### src/rtl/vga_clk_pkg.sv
// Shared constants for the VGA pixel-clock generation path: counter width,
// divisors for the supported pixel rates, and the divisor type.
package vga_clk_pkg;

  localparam int DEF_CNT_W = 8;

  localparam int DIV_25MHZ = 4;
  localparam int DIV_50MHZ = 2;

  typedef logic [DEF_CNT_W-1:0] div_t;

endpackage

### src/rtl/clock_divider_prog.sv
// Runtime-programmable integer clock divider: divided square wave plus a
// period-start strobe, with divisor changes deferred to the next period boundary.
module clock_divider_prog
  import vga_clk_pkg::*;
#(
  parameter int CNT_W       = DEF_CNT_W,
  parameter int DEFAULT_DIV = DIV_25MHZ
) (
  input  logic             clk,
  input  logic             reset,
  input  logic             enable,
  input  logic             restart,
  input  logic [CNT_W-1:0] div,
  input  logic             div_load,
  output logic             clk_out,
  output logic             tick,
  output logic             div_pending,
  output logic             bad_div
);

  localparam logic [CNT_W-1:0] RST_DIV = CNT_W'(DEFAULT_DIV);
  localparam logic [CNT_W-1:0] RST_CNT = CNT_W'(DEFAULT_DIV - 1);

  logic [CNT_W-1:0] cnt_q, cnt_d;
  logic [CNT_W-1:0] cur_div_q, cur_div_d;
  logic [CNT_W-1:0] pend_div_q, pend_div_d;
  logic             pend_v_q, pend_v_d;
  logic             clk_out_q, clk_out_d;
  logic             tick_q, tick_d;
  logic             div_pending_q;
  logic             bad_div_q, bad_div_d;

  logic             wrap;
  logic             load_ok;
  logic [CNT_W:0]   high_len;

  assign wrap    = restart | (enable & (cnt_q == (cur_div_q - 1'b1)));
  assign load_ok = div_load & (div != '0);

  always_comb begin
    cnt_d      = cnt_q;
    cur_div_d  = cur_div_q;
    pend_div_d = pend_div_q;
    pend_v_d   = pend_v_q;
    if (wrap) begin
      cnt_d    = '0;
      pend_v_d = 1'b0;
      if (load_ok) begin
        cur_div_d = div;
      end else if (pend_v_q) begin
        cur_div_d = pend_div_q;
      end
    end else begin
      if (enable) begin
        cnt_d = cnt_q + 1'b1;
      end
      // Last load before the wrap wins.
      if (load_ok) begin
        pend_div_d = div;
        pend_v_d   = 1'b1;
      end
    end
  end

  // Outputs are computed from next-state so they line up with the registered
  // cnt/cur_div of the same cycle.
  always_comb begin
    high_len  = ({1'b0, cur_div_d} + 1'b1) >> 1;
    clk_out_d = ({1'b0, cnt_d} < high_len);
    tick_d    = wrap;
    bad_div_d = div_load & (div == '0);
  end

  always_ff @(posedge clk) begin
    if (reset) begin
      cnt_q         <= RST_CNT;
      cur_div_q     <= RST_DIV;
      pend_v_q      <= 1'b0;
      clk_out_q     <= 1'b0;
      tick_q        <= 1'b0;
      div_pending_q <= 1'b0;
      bad_div_q     <= 1'b0;
    end else begin
      cnt_q         <= cnt_d;
      cur_div_q     <= cur_div_d;
      pend_v_q      <= pend_v_d;
      clk_out_q     <= clk_out_d;
      tick_q        <= tick_d;
      div_pending_q <= pend_v_d;
      bad_div_q     <= bad_div_d;
    end
  end

  // Pending divisor payload is qualified by pend_v_q, so it needs no reset.
  always_ff @(posedge clk) begin
    pend_div_q <= pend_div_d;
  end

  assign clk_out     = clk_out_q;
  assign tick        = tick_q;
  assign div_pending = div_pending_q;
  assign bad_div     = bad_div_q;

endmodule
### config.mk
export PLATFORM = sky130hd
export DESIGN_NAME = clock_divider_prog
export DESIGN_NICKNAME = d
export VERILOG_FILES = /design/src/rtl/vga_clk_pkg.sv /design/src/rtl/clock_divider_prog.sv
export SDC_FILE = /design/constraint.sdc
export NUM_CORES = 1
export LEC_CHECK = 0
export CORE_MARGIN = 1.5
export CORE_UTILIZATION = 57
export DETAILED_ROUTE_END_ITERATION = 10
export PLACE_DENSITY = 0.79
export SYNTH_ARGS = -nofsm -noshare
export SYNTH_HDL_FRONTEND = slang
export SYNTH_SLANG_ARGS = --single-unit
export TNS_END_PERCENT = 20
### constraint.sdc
create_clock -name clk -period 5.3 [get_ports clk]
set_input_delay 0.795 -clock clk [delete_from_list [all_inputs] [get_ports clk]]
set_output_delay 0.795 -clock clk [all_outputs]
set_load 0.005 [all_outputs]
; ---- Yosys cells after proc, flatten, opt, wreduce, memory -nomap -nowiden
; Index checks and enable logic that the tools add are counted.
; Widths: inputs -> output; s select.
[totals]
word_cells = 26
input_bits = 13
output_inout_bits = 4
reg_bits = 28
[classes]
n_lt_le_gt_ge = 1
bitwise_logic = 5
n_eq_ne = 1
add_sub_neg = 3
n_reduce_logical = 4
muxes = 5
[ops]
columns = operator, count
row1 = $mux 8, 5
row2 = $add 8x1->9 const B, 1
row3 = $add 8x1->8 const B, 1
row4 = $eq 8x8->1, 1
row5 = $logic_not 8->1, 1
row6 = $lt 8x8->1, 1
row7 = $reduce_bool 8->1, 1
row8 = $sub 8x1->8 const B, 1
row9 = $and 1x1->1, 3
row10 = $reduce_and 2->1, 1
row11 = $reduce_or 2->1, 1
row12 = $not 1->1, 1
row13 = $or 1x1->1, 1

; ---- Depth between registers and ports, before layout
; Gate-level depths: netlist of run 1.
[logic_depth]
word_depth = 7
depth_mapped = 17
depth_no_buf = 15

; ---- Worst setup path before layout of run 1
; No wires, ideal clock.
[synth_path]
path_kind = reg-to-reg
startpoint = register cur_div_q[3]
endpoint = register clk_out_q, in the netlist clk_out
slack_ns = 1.278
path_stages_with_launch = 17
n_path_buf = 3
arrival_time_ns = 3.902
required_ns = 5.180
setup_ns = 0.120
period_less_slack_ns = 4.022
cell_sequence = dfxtp_1 buf_6 or3_4 or4_4 a22oi_4 a31o_2 buf_4 clkbuf_1 nand2_1 o21ai_0 ha_1 or4b_4 or3_1 ha_1 nand4_1 a21oi_1 a21oi_1
[synth_via]
elab_chain_cells = 7
elab_cells_between_ends = 10
classes_between = add/sub: 2 / order compare: 1 / eq/ne: 1 / mux: 4 / bitwise: 2
[synth_rtl]
columns = element, line
row1 = from (decl), clock_divider_prog.sv:25  ; logic [CNT_W-1:0] cur_div_q, cur_div_d;
row2 = from (signal assigned), clock_divider_prog.sv:85  ; cur_div_q <= cur_div_d;
row3 = $sub 8x1->8, clock_divider_prog.sv:37  ; assign wrap = restart | (enable & (cnt_q == (cur_div_q - 1'b1)));
row4 = $eq 8x8->1, clock_divider_prog.sv:37
row5 = $and 1x1->1, clock_divider_prog.sv:37
row6 = $or 1x1->1, clock_divider_prog.sv:37
row7 = $mux 8, clock_divider_prog.sv:45  ; if (wrap) begin
row8 = via cur_div_d[1], clock_divider_prog.sv:25
row9 = $add 8x1->9, clock_divider_prog.sv:68  ; high_len = ({1'b0, cur_div_d} + 1'b1) >> 1;
row10 = $lt 8x8->1, clock_divider_prog.sv:69  ; clk_out_d = ({1'b0, cnt_d} < high_len);
row11 = to (signal assigned), clock_divider_prog.sv:87  ; clk_out_q <= clk_out_d;
row12 = to (decl), clock_divider_prog.sv:28  ; logic clk_out_q, clk_out_d;
; The timed path passes the listed nets, and every way through them passes these cells.
; A chain may end at the register's enable or synchronous reset.

; ---- Worst setup path after layout of run 1
[layout_path]
startpoint = input port div[5]
endpoint = register clk_out_q, in the netlist clk_out
[layout_via]
elab_chain_cells = 6
[layout_rtl]
columns = element, line
row1 = from (decl), clock_divider_prog.sv:13  ; input logic [CNT_W-1:0] div,
row2 = $reduce_bool 8->1, clock_divider_prog.sv:38  ; assign load_ok = div_load & (div != '0);
row3 = $and 1x1->1, clock_divider_prog.sv:38
row4 = $mux 8, clock_divider_prog.sv:48  ; if (load_ok) begin
row5 = $mux 8, clock_divider_prog.sv:45
row6 = via cur_div_d[0], clock_divider_prog.sv:25
row7 = $add 8x1->9, clock_divider_prog.sv:68
row8 = $lt 8x8->1, clock_divider_prog.sv:69
; The timed path passes the listed nets, and every way through them passes these cells.

==> results.yml, run 1 <==
run_status:
  status: "finished, final reports clean"
die:
  start_util: 0.592
  die_y_um: 59.1
  die_area_um2: 3490
  fp.coreArea_um2: 3030
  rows: 20
  ios: 17
  die_w_um: 59.1
synthesis:
  synth_top_area_cell: "dfxtp_1"
  synth.cell_area_um2: 1790
  seq_area_frac_synth: 0.357
  synth_edf_count: 8
  ys_types: 48
  syn_nets: 214
  synth_top_area_share: 0.223
  syn_area_per_cell_um2: 9.39
  synth_cells: 191
  synthTopCellsByCount: "nor2_1 (23), dfxtp_1 (20), nand2_1 (15)"
  yosys_warnings: 0
  synthFlopType: "dfxtp_1"
  yosysMostFrequentCell: "nor2_1"
  synth-async-reset-ratio: 0
  synth_area_leaders: "dfxtp_1 (22%), edfxtp_1 (13%), ha_1 (7.0%)"
  ys_seq_elements: 28
detailed_routing:
  ant_nets: 0
  first_pass_iters: 4
  met3_length_um: 211
  via_per_inst: 6.15
  drtIter0Drc: 113
  drc: 0
  top_layer_used: "met4"
  wl_met1_um: 1940
  avgRoutedWirePerCell_um: 16.9
  vias: 1531
  finalWirelength_um: 4220
  wl_met2_um: 2010
global_routing:
  grt_max_degree: 24
  grt_pass1_wl_um: 7040
  grt_usage: 0.267
  antenna_found_initial: 0
  overflow: 0
  first_global_vias: 1490
timing:
  fmax_ghz: 0.221
  rsz0062_at_grt: "no"
  min_period_ns: 4.53
  fin_skew_ns: 0.00828
  final-setup-viol-count: 0
  fin_setup_tns_ns: 0
  slew_headroom: 0.590
  tightest_slew_ns: 0.610
  hold_viol: 0
  post-route-period-util: 0.854
  maxSlewViolCount: 0
pwr:
  ir_worst_vdd_mv: 0.142
  leakage_nw: 0.737
  powerDensity_nw_per_um2: 255
cts:
  htreeDepth: 1
  numCtsBuffers: 3
  cts_tree: "done"
  hold_buffers: 0
  worstSkewPairLatency_ns: 0.34
  clock_sinks: 28
  clock-root-buffer: "clkbuf_4"
  cts_max_path_buffers: 2
  cts_resized: 0
  clkTransAtPathRegs_ns: 0.15
  post_cts_buffers: 0
worst_setup_path:
  timing.critical_path.slowest_cell_delay_ns: 0.48
  required_ns: 5.55
  cpMaxStageDelayCell: "or4b_4"
  path_cells: "clkdlybuf4s50_1 -> nor4_1 -> a21boi_0 -> or2_2 -> nand2_1 -> nand2_1 -> o21ai_0 -> ha_1 -> or4b_4 -> or3_1 -> ha_1 -> inv_1 -> o211ai_1 -> a21oi_1"
  path_max_fanout: 8
  crit_family: "simple AND/OR/NAND/NOR gates"
  worst-path-buf-inv: 2
  setup.worst_path.start_class: "input port"
  cp.arrival_ns: 4.77
  critPathKind: "input port to flip-flop"
  end_kind: "flip-flop"
place:
  dp_hpwl_um: 3250
  gp_congestion: 0.860
  place_inst: 245
  io_buffers: 16
final_layout:
  nFillCells: 252
  final_cells: 249
  n_antenna_cell: 0
  area_delta_synth_final_pct: 13.0
  drive_above_1_share: 0.0732
  final_nets: 229
  post-route-util: 0.669
job:
  max-cap-violations: 0
worst_hold_path:
  hold_class: "flip-flop to flip-flop"
==> final timing paths <==
path,endpoint,cells past startpoint,slack [ns],start
setup / recovery,clk_out$_SDFF_PP0_,14,0.77,div[5]
hold / removal,cnt_q[7]$_SDFF_PP0_,2,0.65,cnt_q[7]$_SDFF_PP0_
setup reg to reg,clk_out$_SDFF_PP0_,13,1.06,cur_div_q[4]$_SDFF_PP0_
hold reg to reg,cnt_q[7]$_SDFF_PP0_,2,0.65,cnt_q[7]$_SDFF_PP0_
==> metal layers <==
metal	track usage	vias up
li1	-	740
met1	0.367	729
met2	0.433	56
met3	0.0262	6
met4	0.101	0
met5	0	-
==> power breakdown <==
part / switching (mW) / internal [mW] / total, mW
sequential: 0.0118 / 0.232 / 0.244
combinational: 0.0704 / 0.0580 / 0.128
clock: 0.0677 / 0.0766 / 0.144
total: 0.150 / 0.367 / 0.517
==> cells in the final DEF (no fill, tap or decap), types with 2 or more instances in the layout <==
cell type	n
o31ai_1	2
or3_4	2
a32oi_1	5
nor4_1	2
a31oi_1	4
o211ai_1	3
nor2_1	23
a22o_1	7
nor3b_1	2
o21ai_0	6
inv_1	6
nand2b_1	2
a22oi_1	3
a32o_1	2
ha_1	10
xor2_1	9
a21oi_1	7
edfxtp_1	8
or3_1	2
xnor2_1	14
nand4_1	5
nand3_1	2
or2_2	2
clkdlybuf4s50_1	16
clkbuf_4	3
nand2_1	15
nor2b_1	4
dfxtp_1	20
==> state kept, by name, summed over array words and instances, names as in the netlist <==
register     count
cnt_q            8
cur_div_q        8
pend_div_q       8
bad_div          1
clk_out          1
div_pending      1
tick             1
==> worst min-delay path, cell delays in order, from the launching register on <==
cell and delay (ns):
dfxtp_1 0.40, xnor2_1 0.12, nor2_1 0.11
==> cell type report <==
type                    count  area (um2)  area share
multi-input cells         151        1090       0.540
inverters                   6        22.5      0.0111
clock inverters             1        30.0      0.0148
flip-flops and latches     28         641       0.316
clock buffers               3        22.5      0.0111
well taps                  44        55.1      0.0272
repair buffers             16         160      0.0791
==> metrics by stage <==
step	power [mW]	hold WS [ns]	setup WS [ns]	instance area, um2
2_1_floorplan	0.336	0.539	1.28	1790
3_3_place_gp	0.369	0.604	0.693	1970
3_5_place_dp	0.374	0.607	0.473	1970
4_1_cts	0.517	0.646	0.854	2030
5_1_grt	0.539	0.688	0.580	2030
6_report	0.517	0.650	0.774	2030
==> logic make-up (layout without fill, tap and decap cells) <==
group                      count (synthesis)  after routing  share of synthesized area
muxes                                      1              1                    0.00558
DFF                                       28             28                      0.357
AOI/OAI and AO/OA                         47             47                      0.199
xor gates and xnor gates                  23             23                      0.112
buffers and inverters                     12             26                     0.0321
and+or+nand+nor                           70             70                      0.224
adders and majority gates                 10             10                     0.0698
(Power assumes the default switching activity.)
==> run 2, diff against run 1 <==
ABC_CLOCK_PERIOD_IN_PS = 5300   (was default)
CORE_ASPECT_RATIO = 0.8   (was default)
==> run 2 against run 1 <==
Die area about the same. Via count shrank 0.59%. Sequential share of layout area grew 0.24 points. Critical path depth is the same.
==> results.yml, run 2 (synthesis results as in run 1) <==
detailed_routing:
  first_pass_iters: 4
  finalWirelength_um: 4180
  drc: 0
  via_per_inst: 6.26
  drtIter0Drc: 173
  ant_nets: 0
  vias: 1522
  avgRoutedWirePerCell_um: 17.2
cts:
  cts_max_path_buffers: 2
  hold_buffers: 0
  numCtsBuffers: 3
  htreeDepth: 1
  clock-root-buffer: "clkbuf_8"
  clkTransAtPathRegs_ns: 0.09
  post_cts_buffers: 0
  cts_tree: "done"
  cts_resized: 0
  worstSkewPairLatency_ns: 0.27
  clock_sinks: 28
global_routing:
  first_global_vias: 1512
  grt_usage: 0.275
  overflow: 0
  grt_pass1_wl_um: 7100
  antenna_found_initial: 0
  grt_max_degree: 24
worst_setup_path:
  required_ns: 5.47
  regToRegSetupSlack_ns: 1.20
  setup.worst_path.start_class: "input port"
  cp.arrival_ns: 4.72
  critPathKind: "input port to flip-flop"
  reg2reg_depth: 13
  end_kind: "flip-flop"
  path_max_fanout: 8
  regToRegStartpoint: "cur_div_q[4]$_SDFF_PP0_"
  rr_endpoint: "clk_out$_SDFF_PP0_"
timing:
  maxSlewViolCount: 0
  fin_skew_ns: 0.00213
  fmax_ghz: 0.220
  post-route-period-util: 0.859
  fin_setup_tns_ns: 0
  hold_viol: 0
  rsz0062_at_grt: "no"
  min_period_ns: 4.55
  slew_headroom: 0.539
  tightest_slew_ns: 0.685
  final-setup-viol-count: 0
die:
  die_area_um2: 3490
  ios: 17
  die_w_um: 65.7
  fp.coreArea_um2: 2870
  start_util: 0.624
  rows: 17
  die_y_um: 53.2
final_layout:
  nFillCells: 248
  layout_commonest_cell: "nor2_1"
  drive_above_1_share: 0.0683
  layout_common_cells: "nor2_1 (23), dfxtp_1 (20), clkdlybuf4s50_1 (16)"
  seq_area_um2: 641
  area_delta_synth_final_pct: 12.1
  top_regs: "cnt_q: 8 flops, cur_div_q: 8 flops, pend_div_q: 8 flops"
  post-route-util: 0.700
  n_antenna_cell: 0
  final_nets: 229
  multiInputGateArea_um2: 1090
place:
  gp_congestion: 0.901
  io_buffers: 16
  dp_hpwl_um: 3280
pwr:
  ir_worst_vdd_mv: 0.131
  powerDensity_nw_per_um2: 243
  leakage_nw: 0.732
worst_hold_path:
  holdPathEnd: "cnt_q[7]$_SDFF_PP0_"
  min_from: "cnt_q[7]$_SDFF_PP0_"
  whs_path_depth: 2
  hold_class: "flip-flop to flip-flop"
job:
  max-cap-violations: 0
run_status:
  status: "finished, final reports clean"
==> run 2: cell count changes in the layout (fill, tap and decap cells not counted), sizes merged <==
cell,before,now
bufinv,1,0
clkbuf,3,4
==> run 2: cell type report <==
cell class,instances,share of cell area
clock buffers,4,0.0224
inverters,6,0.0112
multi-input cells,151,0.544
flip-flops and latches,28,0.319
well taps,38,0.0236
repair buffers,16,0.0797
==> run 2: how the worst max path moves through the flow <==
stage	from	to	slack, ns
floorplan	cur_div_q[3]$_SDFF_PP0_	clk_out$_SDFF_PP0_	1.28
global placement	div[4]	clk_out$_SDFF_PP0_	0.67
detailed placement	div[4]	clk_out$_SDFF_PP0_	0.51
CTS	div[4]	clk_out$_SDFF_PP0_	0.78
global route	div[4]	clk_out$_SDFF_PP0_	0.37
finish	div[4]	clk_out$_SDFF_PP0_	0.75
==> run 2: power by group <==
part | switching [mW] | leakage, nW | internal [mW] | total (mW)
registers | 0.0123 | 0.239 | 0.232 | 0.244
clock network | 0.0658 | 0.0228 | 0.0539 | 0.120
logic | 0.0679 | 0.471 | 0.0575 | 0.125
==> run 2: metrics by stage <==
| stage | power [mW] | hold WS, ns | worst slack (ns) | cell area, um2 | cells |
|---|---|---|---|---|---|
| after floorplan | 0.336 | 0.539 | 1.28 | 1790 | 191 |
| after global placement | 0.369 | 0.621 | 0.672 | 1970 | 239 |
| after detailed placement | 0.373 | 0.616 | 0.508 | 1970 | 239 |
| after CTS | 0.491 | 0.643 | 0.783 | 2010 | 243 |
| after global routing | 0.517 | 0.705 | 0.372 | 2010 | 243 |
| final | 0.489 | 0.642 | 0.747 | 2010 | 243 |
==> run 2: routing by layer <==
metal  track usage  vias up  wire length, um
met2         0.409       59             1810
li1              -      738                -
met4        0.0625        0               17
met3        0.0511        2              300
met1         0.410      723             2050
met5             0        -                0
==> run 2: critical path, cell delays in order <==
cell             delay [ns]
clkdlybuf4s50_1        0.47
nor4_1                 0.42
a21boi_0               0.33
or2_2                  0.43
nand2_1                0.24
nand2_1                0.12
o21ai_0                0.24
ha_1                   0.25
or4b_4                 0.48
or3_1                  0.33
ha_1                   0.32
nand4_1                0.10
a21oi_1                0.12
a21oi_1                0.07
==> run 3, diff against run 2 <==
TNS_END_PERCENT = default   (was 20)
==> results of run 3 <==
No change in the layout: final DEF, timing and power equal those of run 2.
